$ cat src/rtl/pmt_pulse_conditioner.sv
// PMT pulse front end: synchronizer, glitch filter, dead time,
// phase tagging and a small valid/ready event FIFO.
module pmt_pulse_conditioner #(
  parameter int SYNC_STAGES = 2,
  parameter int MIN_HIGH    = 2,
  parameter int DEAD_TIME   = 8,
  parameter int FIFO_DEPTH  = 4,
  parameter int PHASE_W     = 32
) (
  input  logic               main_clock,
  input  logic               reset,
  input  logic               pmt_in,
  input  logic               enable,
  input  logic [PHASE_W-1:0] phase_in,
  input  logic               in_phase_in,
  input  logic               quadrature_in,
  output logic               event_valid,
  input  logic               event_ready,
  output logic [PHASE_W-1:0] event_phase,
  output logic               event_i,
  output logic               event_q,
  output logic [31:0]        accepted_count,
  output logic [31:0]        glitch_count,
  output logic [31:0]        deadtime_count,
  output logic [31:0]        overflow_count
);

  localparam int AW = $clog2(FIFO_DEPTH);
  localparam int TW = PHASE_W + 2;
  localparam int CW = 16;

  typedef enum logic [1:0] {
    IDLE,
    QUALIFY,
    DEAD
  } state_t;

  logic [SYNC_STAGES-1:0] sync;
  logic                   s;
  logic                   s_d;
  logic                   armed;
  logic                   rise;
  logic [CW-1:0]          fill;

  always_ff @(posedge main_clock or posedge reset) begin
    if (reset) begin
      sync <= '0;
      s_d  <= 1'b0;
    end else begin
      sync <= {sync[SYNC_STAGES-2:0], pmt_in};
      s_d  <= s;
    end
  end

  assign s = sync[SYNC_STAGES-1];

  // After reset, wait for the chain to refill and see a low level,
  // so a pulse already high at release cannot fake a rising edge.
  always_ff @(posedge main_clock or posedge reset) begin
    if (reset) begin
      fill  <= '0;
      armed <= 1'b0;
    end else if (!armed) begin
      if (fill != CW'(SYNC_STAGES)) begin
        fill <= fill + CW'(1);
      end else if (!s) begin
        armed <= 1'b1;
      end
    end
  end

  assign rise = armed & s & ~s_d;

  state_t        state;
  state_t        state_nx;
  logic [CW-1:0] high_cnt;
  logic [CW-1:0] high_nx;
  logic [CW-1:0] dead_cnt;
  logic [CW-1:0] dead_nx;
  logic [TW-1:0] tag;
  logic [TW-1:0] tag_nx;
  logic [TW-1:0] push_tag;
  logic          qualify;
  logic          glitch;
  logic          dead_hit;

  always_ff @(posedge main_clock or posedge reset) begin
    if (reset) begin
      state    <= IDLE;
      high_cnt <= '0;
      dead_cnt <= '0;
      tag      <= '0;
    end else begin
      state    <= state_nx;
      high_cnt <= high_nx;
      dead_cnt <= dead_nx;
      tag      <= tag_nx;
    end
  end

  always_comb begin
    state_nx = state;
    high_nx  = high_cnt;
    dead_nx  = dead_cnt;
    tag_nx   = tag;
    push_tag = tag;
    qualify  = 1'b0;
    glitch   = 1'b0;
    dead_hit = 1'b0;
    unique case (state)
      IDLE: begin
        if (rise && enable) begin
          tag_nx  = {phase_in, in_phase_in, quadrature_in};
          high_nx = CW'(1);
          if (MIN_HIGH == 1) begin
            qualify  = 1'b1;
            push_tag = tag_nx;
            dead_nx  = '0;
            state_nx = DEAD;
          end else begin
            state_nx = QUALIFY;
          end
        end
      end
      QUALIFY: begin
        if (s) begin
          if (high_cnt + CW'(1) >= CW'(MIN_HIGH)) begin
            qualify  = 1'b1;
            dead_nx  = '0;
            state_nx = DEAD;
          end else begin
            high_nx = high_cnt + CW'(1);
          end
        end else begin
          glitch   = 1'b1;
          state_nx = IDLE;
        end
      end
      DEAD: begin
        dead_hit = rise;
        if (dead_cnt == CW'(DEAD_TIME - 1)) begin
          state_nx = IDLE;
        end else begin
          dead_nx = dead_cnt + CW'(1);
        end
      end
      default: state_nx = IDLE;
    endcase
  end

  logic [TW-1:0] mem [FIFO_DEPTH];
  logic [AW-1:0] wr_ptr;
  logic [AW-1:0] rd_ptr;
  logic [AW:0]   count;
  logic          full;
  logic          pop;
  logic          push;
  logic          drop;

  assign full = count == (AW+1)'(FIFO_DEPTH);
  assign pop  = event_valid & event_ready;
  // A pop in the qualify cycle frees the slot the new tag needs.
  assign push = qualify & (~full | pop);
  assign drop = qualify & full & ~pop;

  always_ff @(posedge main_clock or posedge reset) begin
    if (reset) begin
      for (int i = 0; i < FIFO_DEPTH; i++) begin
        mem[i] <= '0;
      end
      wr_ptr <= '0;
      rd_ptr <= '0;
      count  <= '0;
    end else begin
      if (push) begin
        mem[wr_ptr] <= push_tag;
        wr_ptr      <= wr_ptr + AW'(1);
      end
      if (pop) begin
        rd_ptr <= rd_ptr + AW'(1);
      end
      case ({push, pop})
        2'b10:   count <= count + (AW+1)'(1);
        2'b01:   count <= count - (AW+1)'(1);
        default: count <= count;
      endcase
    end
  end

  assign event_valid = count != '0;
  assign {event_phase, event_i, event_q} = mem[rd_ptr];

  always_ff @(posedge main_clock or posedge reset) begin
    if (reset) begin
      accepted_count <= '0;
      glitch_count   <= '0;
      deadtime_count <= '0;
      overflow_count <= '0;
    end else begin
      if (push && accepted_count != '1) begin
        accepted_count <= accepted_count + 32'd1;
      end
      if (glitch && glitch_count != '1) begin
        glitch_count <= glitch_count + 32'd1;
      end
      if (dead_hit && deadtime_count != '1) begin
        deadtime_count <= deadtime_count + 32'd1;
      end
      if (drop && overflow_count != '1) begin
        overflow_count <= overflow_count + 32'd1;
      end
    end
  end

endmodule

$ cat config.mk
export PLATFORM = sky130hd
export DESIGN_NAME = pmt_pulse_conditioner
export DESIGN_NICKNAME = d
export VERILOG_FILES = /design/src/rtl/pmt_pulse_conditioner.sv
export SDC_FILE = /design/constraint.sdc
export NUM_CORES = 1
export LEC_CHECK = 0
export ABC_AREA = 1
export CAP_MARGIN = 40
export CORE_MARGIN = 5
export CORE_UTILIZATION = 40
export DETAILED_ROUTE_END_ITERATION = 8
export GPL_TIMING_DRIVEN = 0
export PLACE_DENSITY = 0.62
export SYNTH_ARGS = -nofsm -noshare
export SYNTH_HDL_FRONTEND = slang
export SYNTH_SLANG_ARGS = --single-unit
$ cat constraint.sdc
create_clock -name main_clock -period 33.9 [get_ports main_clock]
set_input_delay 10.17 -clock main_clock [delete_from_list [all_inputs] [get_ports main_clock]]
set_output_delay 10.17 -clock main_clock [all_outputs]
set_load 0.01 [all_outputs]
==> metrics <==
DRT Pass-1 Iters 5; Switch Pwr 0.521 mW; CTS tree done; synthesized-area fraction occupied by and/or/nand/nor cells 36.0%; main combinational cell family by area after synthesis simple AND/OR/NAND/NOR gates; top-count cell post-synth nand2_1; Power Density 62.6 mW/mm²; worst clock skew 0.0151 ns; period utilisation layout 39.7%; Final Wtd Congestion 0.916; Worst EP arrival 3.30 ns; Synth Area in XOR/XNOR 6.47%; vias in the first global route 17500; num ports 202; initial cell density of the core 40.2%; 1st-iter DRT viols 1537; CP Data Required Time 23.73 ns; DP Wirelength 41.4 mm; Antenna diodes 0; combinational group share of total power 28.8%; Final Max Tran Viols 0; DR WL/cell 17.1 µm; Syn Area/Cell 7.76 µm²; setup bufs post-CTS 0; Worst R2R Setup Slack 30.66 ns; post-synth top area share 47.1%; critical path peak fanout 10; Mapped Area 0.0191 mm²; final wirelength 57.2 mm; sequential fraction of design power 39.2%; Synth Area in Adders 1.02%; TNS Setup 0 ns; Final Power 1.46 mW; Layout area overhead 22.7%; Synth top cells by count 862 x nand2_1, 359 x dfrtp_1, 253 x nor2_1, 219 x nand4_1, 123 x inv_1; mux cell area share after synthesis 0%; Max Freq 0.0742 GHz; Yosys top cell by area dfrtp_1; Via Count 17900; Clk pin slew, worst setup/hold paths 0.06 ns; Netlist cell types 38; Max Cap Viol 0; async set-reset flop share out of synthesis 100%; hold_sp sync[0]$_DFF_PP0_; # DRC 0; Core Box Area 0.0474 mm²; via density per instance 5.33; Cells after Synth 2460; Reg-to-Reg Start high_cnt[0]$_DFFE_PP0P_; reg2reg end count[2]$_DFFE_PP0P_; top post-synthesis cells by area dfrtp_1 47%, nand2_1 17%, nand4_1 7.2%; # setup viols final 0; clk sinks 359; clock latency on the worst-skew pair 0.56 ns; largest net degree at the start of global routing 87; status finished clean; R2R depth 18; Final WS setup 20.43 ns; crit path time final 13.47 ns; Die X 228 µm; H-tree Lvls 2; Post-Syn Nets 2514; DP Worst Slack 20.89 ns; Int Pwr 0.944 mW; gr usage total 21.3%; Num CTS Buffers 42; final hold vios 0; die area 0.0522 mm²; die height 228 µm; Post-CTS Resized 0; critical path type flop to primary output; Final nets 2763; Worst VDD drop 0.0332 mV; FP Rows 80; Slew @ Worst Pin 0.740 ns; sequential share of the synthesized area 47.1%; clock network power share 31.9%; Synthesis Warnings 0; first-pass GRT wire length 93.1 mm; grt total ovfl 0; sw frac 35.6%; Rel. slew slack 50.5%; Yosys reg bits 359; RSZ-0062 raised after global routing no; CP Launch Type flop; complex-gate fraction of the synthesized area 3.75%; CP endpoint kind primary output; clk root buf clkbuf_16; port bufs 201; post-route ant nets 0; Hold Crit Class flop to flop; clock buffer depth 3; number of flops mapped to enable cells by yosys 0; Worst Hold Path EP sync[1]$_DFF_PP0_; layout cell share with drive strength beyond 1 5.22%; Hold Path Depth 0; static leakage 11.2 nW; final core utilization 49.3%; hold_buf cts 0; initial antenna violation count 3; prevailing post-synth register cell dfrtp_1
## metrics by stage
step           instances  area (µm²)  hold slack (ns)
6_report            3356       23400            0.356
5_1_grt             3356       23400            0.376
4_1_cts             3356       23400            0.358
3_5_place_dp        3280       22000            0.353
3_3_place_gp        3276       21900            0.360
2_1_floorplan       2460       19100            0.331
## layout make-up
| type | instances | area [µm²] |
|---|---|---|
| Multi-Input combinational cell | 1852 | 9010 |
| Inverter | 127 | 484 |
| Clock inverter | 16 | 195 |
| Fill cell | 4595 | 24000 |
| Buffer | 122 | 607 |
| Clock buffer | 60 | 1240 |
| Tap cell | 615 | 769 |
| Timing Repair Buffer | 205 | 2120 |
| Sequential cell | 359 | 8980 |
## worst max-delay path, cell delays in order (launching register included)
cell and delay [ns]:
dfrtp_1 0.37, clkbuf_1 0.21, inv_1 0.18, clkbuf_1 0.46
clkbuf_1 0.45, nor2_1 0.07, o22ai_1 0.37, clkdlybuf4s50_1 0.62
## cells by family (layout without fill, tap and decap cells)
group / count (synthesis) / after routing
compound gates: 133 / 133
xor+xnor: 141 / 141
simple gates: 1563 / 1563
flops: 359 / 359
fa+ha+maj: 15 / 15
buf+inv: 249 / 530
## sequential cells by signal, summed over array words and instances, names as in the netlist, 16 cells and up
signal	count
overflow_count	32
deadtime_count	32
mem	136
glitch_count	32
dead_cnt	16
fill	16
push_tag	34
high_cnt	16
accepted_count	32
## cell usage in the layout (no fill, tap or decap), types with 4 or more instances in the layout
cell type / n
nor2_1: 253
o21ai_0: 86
clkbuf_1: 53
nand2_1: 862
xor2_1: 93
clkdlybuf4s50_1: 201
o22ai_1: 34
nand4_2: 5
clkbuf_8: 10
buf_1: 29
inv_1: 122
buf_6: 12
xnor2_1: 48
nand3b_1: 5
nor4_1: 19
clkinv_2: 7
dfrtp_1: 359
nor3_1: 58
nor2_2: 4
clkbuf_16: 43
nand4_1: 219
buf_16: 4
nand3_1: 122
buf_2: 29
buf_4: 6
o21ai_1: 8
bufinv_16: 4
ha_1: 14
## how the worst max path moves through the flow
stage / slack, ns / to / cells after the start / from
finish: 20.43 / event_phase[29] / 7 / rd_ptr[0]$_DFFE_PP0P_
global route: 20.30 / event_phase[16] / 7 / rd_ptr[0]$_DFFE_PP0P_
CTS: 20.43 / event_phase[27] / 7 / rd_ptr[0]$_DFFE_PP0P_
detailed placement: 20.89 / count[1]$_DFFE_PP0P_ / 10 / event_ready
global placement: 9.15 / accepted_count[16]$_DFFE_PP0P_ / 2 / reset
floorplan: 13.77 / accepted_count[0]$_DFFE_PP0P_ / 1 / reset
## routing by layer
layer	routed length (µm)	track usage (%)
met3	3420	3.96
met2	25900	33.3
met5	47	0
met1	26300	30.2
met4	1560	6.90
## power groups by stage
stage | Combinational (mW) | Sequential, mW | Clock (mW)
after global placement | 0.412 | 0.577 | 0
after CTS | 0.423 | 0.573 | 0.480
final | 0.423 | 0.574 | 0.468
after detailed placement | 0.420 | 0.579 | 0
after global routing | 0.466 | 0.583 | 0.499
after floorplan | 0.243 | 0.556 | 0
(Power assumes the default switching activity.)
==> RTL change 1: new RTL, same flow settings <==
`tag` no longer has a reset.
--- a/src/rtl/pmt_pulse_conditioner.sv
+++ b/src/rtl/pmt_pulse_conditioner.sv
@@ -89,13 +89,15 @@
       state    <= IDLE;
       high_cnt <= '0;
       dead_cnt <= '0;
-      tag      <= '0;
     end else begin
       state    <= state_nx;
       high_cnt <= high_nx;
       dead_cnt <= dead_nx;
-      tag      <= tag_nx;
-    end
+    end
+  end
+
+  always_ff @(posedge main_clock) begin
+    tag <= tag_nx;
   end
 
   always_comb begin
Check against the original RTL: no difference found for any inputs over 10 cycles, from zero or initial values and one cycle with reset high; that may be too few to reach the edited logic, so the function may still have changed.
==> RTL change 1 against the unedited design <==
Via count shrank 3.5%. Die area is 1.4% lower. Critical path type unchanged. Wire length is 0.92% lower. Cell count decreased by 3.8%. Cell area fell by 1.3%. Clock skew rose by 0.0094 ns. Worst setup slack got worse by 0.11 ns. Synthesized area fell by 1.5%. Sequential cell count did not move. Fmax down 0.80%. Largest power group unchanged. Critical path depth is the same. Total power decreased by 4.3%.
==> RTL change 1: results (changes against the unedited design) <==
- DRT Pass-1 Iters: 6 (+1)
- Die width: 226.8 µm (-0.71%)
- Post-CTS sizing: 0 (unchanged)
- Tmin final: 13.58 ns (+0.1081 ns)
- Rel. slew slack: 54.89% (+4.4 points)
- Sequential share of the synthesized area: 48.70% (+1.6 points)
- Post-synth EDFFs: 34 (+34)
- Clk_skew: 0.02451 ns (+0.009420 ns)
- Max FFs per register: 136 (unchanged)
- Largest net degree at the start of global routing: 109 (+25%)
- Initial antenna violation count: 4 (+1)
- GPL Wtd Cong: 0.9204 (+0.50%)
- Vias/cell: 5.340 (+0.22%)
- Placed Area: 21680 µm² (-1.3%)
- Clock transition at path regs: 0.06 ns (about the same)
- Vias in the first global route: 17075 (-2.4%)
- Post-Syn Nets: 2391 (-4.9%)
- Fill cells: 4457 (-3.0%)
- R2R setup slack: 30.63 ns (-0.03 ns)
- Global Route Usage Sum: 21.94% (+0.61 points)
- WP data arrival: 3.41 ns (+0.11 ns)
- First-pass GRT wire length: 92160 µm (-1.0%)
- Layout cell share with drive strength beyond 1: 5.149% (-0.068 points)
- Final WL: 56720 µm (-0.92%)
- Max stage delay on crit path: 0.64 ns (+0.02 ns)
- Final net count: 2642 (-4.4%)
- DR iter-0 viols: 1273 (-17%)
- DP Wirelength: 40470 µm (-2.3%)
- Status: complete, no violations
- Most instantiated cells after synthesis: nand2_1 (741), dfrtp_1 (325), nand4_1 (257)
- Worst VDD drop: 44.89 µV (+35%)
- Worst r2r src: high_cnt[0]
- Cts bufs inserted: 43 (+2.4%)
- Ys async rst share: 90.53% (-9.5 points)
- Leakage power: 10.71 nW (-4.1%)
- Internal: 0.0009162 W (-2.9%)
- Yosys cell types: 33 (-13%)
- YS warnings: 0 (unchanged)
==> RTL change 1: how the worst max path moves through the flow <==
stage,from,endpoint,slack [ns]
floorplan,reset,accepted_count[0],14.73
global placement,reset,mem[14],10.26
detailed placement,event_ready,count[1],20.92
CTS,rd_ptr[0],event_phase[30],20.37
global route,rd_ptr[0],event_phase[29],20.25
finish,rd_ptr[0],event_phase[28],20.32
==> RTL change 1: cell families (layout without fill, tap and decap cells) <==
group           count (synthesis)  count (layout)  share of synthesized area, %
compound gates                135             135                         3.848
buf+inv                       256             541                         6.078
other cells                     0               1                             0
xor+xnor                      140             140                         6.524
simple gates                 1432            1432                         33.81
flops                         359             359                         48.70
fa+ha+maj                      15              15                         1.038
==> RTL change 1: cell type report <==
type	count	area, µm²	area share (%)
Antenna cell	1	2.502	0.01083
Clock inverter	20	185.2	0.8013
Inverter	140	533.0	2.307
Multi-Input combinational cell	1722	8499	36.78
Clock buffer	59	1236	5.350
Buffer	116	616.8	2.669
Tap cell	607	759.5	3.287
Timing Repair Buffer	206	2122	9.183
Sequential cell	359	9154	39.61
==> RTL change 1: per-stage QoR <==
step           worst slack, ns  std cells  hold WS, ns  utilization, %  power [W]
2_1_floorplan            14.73       2337       0.3312               -  0.0007518
3_3_place_gp             10.26       3145       0.3368           46.32  0.0009326
3_5_place_dp             20.92       3150       0.3358           46.58  0.0009406
4_1_cts                  20.37       3229       0.3494           49.63   0.001414
5_1_grt                  20.25       3230       0.3575           49.64   0.001480
6_report                 20.32       3230       0.3452           49.64   0.001402
==> RTL change 1: critical path: cells and delay by family (launching register included) <==
kind / cells / cell delay [ns]
AOI/OAI and AO/OA: 1 / 0.40
buffers and inverters: 5 / 1.97
DFF: 1 / 0.36
and+or+nand+nor: 1 / 0.09
==> RTL change 1: power groups by stage <==
stage / combinational (W) / sequential, W / clock, W
final: 0.000409 / 0.000528 / 0.000465
after detailed placement: 0.000407 / 0.000534 / 0
after floorplan: 0.000226 / 0.000526 / 0
after global routing: 0.000450 / 0.000534 / 0.000496
after CTS: 0.000409 / 0.000527 / 0.000478
after global placement: 0.000399 / 0.000533 / 0
==> RTL change 1: routing by layer <==
metal / routed length, µm / vias to the layer above / global-route usage, %
li1: - / 8325 / -
met1: 25580 / 8234 / 31.16
met2: 25380 / 582 / 33.82
met3: 4190 / 102 / 4.467
met4: 1542 / 6 / 7.180
met5: 34 / - / 0
==> RTL change 2: new RTL, config.mk and constraints unchanged <==
Without the edit above. `FIFO_DEPTH`: 4 -> 8.
--- a/src/rtl/pmt_pulse_conditioner.sv
+++ b/src/rtl/pmt_pulse_conditioner.sv
@@ -4,7 +4,7 @@
   parameter int SYNC_STAGES = 2,
   parameter int MIN_HIGH    = 2,
   parameter int DEAD_TIME   = 8,
-  parameter int FIFO_DEPTH  = 4,
+  parameter int FIFO_DEPTH  = 8,
   parameter int PHASE_W     = 32
 ) (
   input  logic               main_clock,
Behaviour: no difference found for any inputs over 10 cycles, from zero or initial values and one cycle with reset high; that may be too few to reach the edited logic, so the function may still have changed.
==> RTL change 2 against the unedited design <==
Sequential cell count increased by 139. Synthesized area grew 37%. Sequential share of layout area is 1.3 points higher. Combinational power grew 79%. Total power grew 46%. Sequential power grew 26%. Critical path depth increased by 1. Fmax shrank 6.7%. Count of clock-buffer cells in the layout up 15. Wire length up 50%. Worst hold slack got worse by 0.0073 ns. Cell area rose by 34%. Global-route usage rose by 2.4 points. Worst setup slack got worse by 0.97 ns. Critical path type unchanged. Critical endpoint unchanged.
==> RTL change 2: results (changes against the unedited design) <==
- Layout cell share with drive strength beyond 1: 5.895% (+0.68 points)
- Initial antenna violation count: 4 (+1)
- Most instantiated cells after synthesis: nand2_1 (1115), dfrtp_1 (498), nor2_1 (419)
- Clk root buf: clkbuf_16
- WP data arrival: 4.27 ns (+0.97 ns)
- Clock Tree Buf Depth: 3 (unchanged)
- Final hold slack: 0.3485 ns (-0.007326 ns)
- Sequential share of the synthesized area: 47.69% (+0.60 points)
- Worst-Margin Slew: 0.9254 ns (+0.1855 ns)
- First-pass GRT wire length: 135800 µm (+46%)
- R2R setup slack: 30.56 ns (-0.10 ns)
- Worst-path maximum fanout: 10 (unchanged)
- Fill cells: 6423 (+40%)
- GPL Wtd Cong: 0.9076 (-0.90%)
- DR iter-0 viols: 2381 (+55%)
- Status: complete, no violations
- YS warnings: 0 (unchanged)
- Max FFs per register: 272 (+100%)
- Final Worst Setup Slack: 19.46 ns (-0.9696 ns)
- Cts bufs inserted: 57 (+36%)
- PortBufs: 201 (unchanged)
- Dpl ws: 20.27 ns (-0.6245 ns)
- Routed via count: 24565 (+37%)
- Leakage power: 15.10 nW (+35%)
- Global Route Usage Sum: 23.75% (+2.4 points)
- Max H-tree Level: 2 (unchanged)
- DRT Pass-1 Iters: 5 (unchanged)
- Ys async rst share: 100.0% (unchanged)
- Clk_skew: 0.04244 ns (+0.02735 ns)
- Largest net degree at the start of global routing: 112 (+29%)
- DP Wirelength: 61310 µm (+48%)
- Synth area leaders: dfrtp_1 (48%), nand2_1 (16%), nand4_1 (8.5%), nor2_1 (6.0%), xor2_1 (3.2%)
- Yosys cell types: 38 (unchanged)
- Worst VDD drop: 42.80 µV (+29%)
- Final WL: 86110 µm (+50%)
- Post-CTS sizing: 0 (unchanged)
- Clk_lat worst skew: 0.65 ns (+0.09 ns)
- Top reg by flops: mem
- Final net count: 3705 (+34%)
- Vias in the first global route: 23708 (+36%)
- Ys flop type: dfrtp_1
- Worst min-delay path category: flip-flop to flip-flop
- Clock transition at path regs: 0.06 ns (about the same)
- Buffer count from post-CTS setup fixing: 0 (unchanged)
[RTL change 2: cell types whose count changed in the layout (fill, tap and decap cells not counted), moves of 66 or more]
cell	before	now
nand2_1	862	1115
nor2_1	253	419
dfrtp_1	359	498
nand4_1	219	357
o21ai_0	86	167
clkbuf_1	53	119
[RTL change 2: logic make-up (layout without fill, tap and decap cells)]
logic type | Yosys count | after routing | synth area share, %
buffers and inverters | 366 | 681 | 5.937
other | 0 | 3 | 0
AO/OA/AOI/OAI | 245 | 245 | 5.156
flip-flops | 498 | 498 | 47.69
AND/OR/NAND/NOR | 2115 | 2115 | 35.69
XOR/XNOR | 145 | 145 | 4.859
adder cells (fa/ha/maj) | 14 | 14 | 0.6703
[RTL change 2: power by group]
part,internal [W],switching [W]
sequential,0.000673,0.0000487
clock,0.000387,0.000269
combinational,0.000239,0.000517
[RTL change 2: area by class of cell]
type | count | share of cell area, %
Multi-Input combinational cell | 2519 | 38.61
Sequential cell | 498 | 39.70
Antenna cell | 3 | 0.02391
Clock buffer | 75 | 5.110
Tap cell | 855 | 3.408
Buffer | 235 | 3.376
Clock inverter | 30 | 1.228
Inverter | 131 | 1.590
Timing Repair Buffer | 210 | 6.955
[RTL change 2: final timing paths]
path | from | endpoint | cells after the start
max in group asynchronous | reset | mem[186] | 5
worst min-delay path | sync[0] | sync[1] | 0
min in group asynchronous | reset | deadtime_count[8] | 2
worst max register to register | high_cnt[0] | count[2] | 18
worst min register to register | sync[0] | sync[1] | 0
worst max-delay path | rd_ptr[0] | event_phase[29] | 8
[RTL change 2: layer usage]
metal	wire (µm)	global-route usage (%)	vias to the layer above	share of wire [%]
li1	-	-	11776	-
met1	38210	33.54	11858	44
met2	40180	38.50	805	47
met3	5880	4.098	124	6.8
met4	1823	5.663	2	2.1
met5	13	0	-	0.015
[RTL change 2: worst max-delay path: stages, from the launching register on]
cell             delay (ns)
dfrtp_1                0.44
clkbuf_1               0.54
clkbuf_1               0.56
clkbuf_1               0.66
nor2_1                 0.11
nor2_1                 0.11
o21ai_0                0.12
a31oi_1                0.47
clkdlybuf4s50_1        0.64
[RTL change 2: through the flow]
stage / instances / area [µm²] / power, W / utilization, %
2_1_floorplan: 3383 / 26130 / 0.001152 / -
3_3_place_gp: 4439 / 29220 / 0.001465 / 45.24
3_5_place_dp: 4448 / 29390 / 0.001475 / 45.52
4_1_cts: 4553 / 31380 / 0.002137 / 48.60
5_1_grt: 4553 / 31380 / 0.002241 / 48.60
6_report: 4556 / 31390 / 0.002134 / 48.61
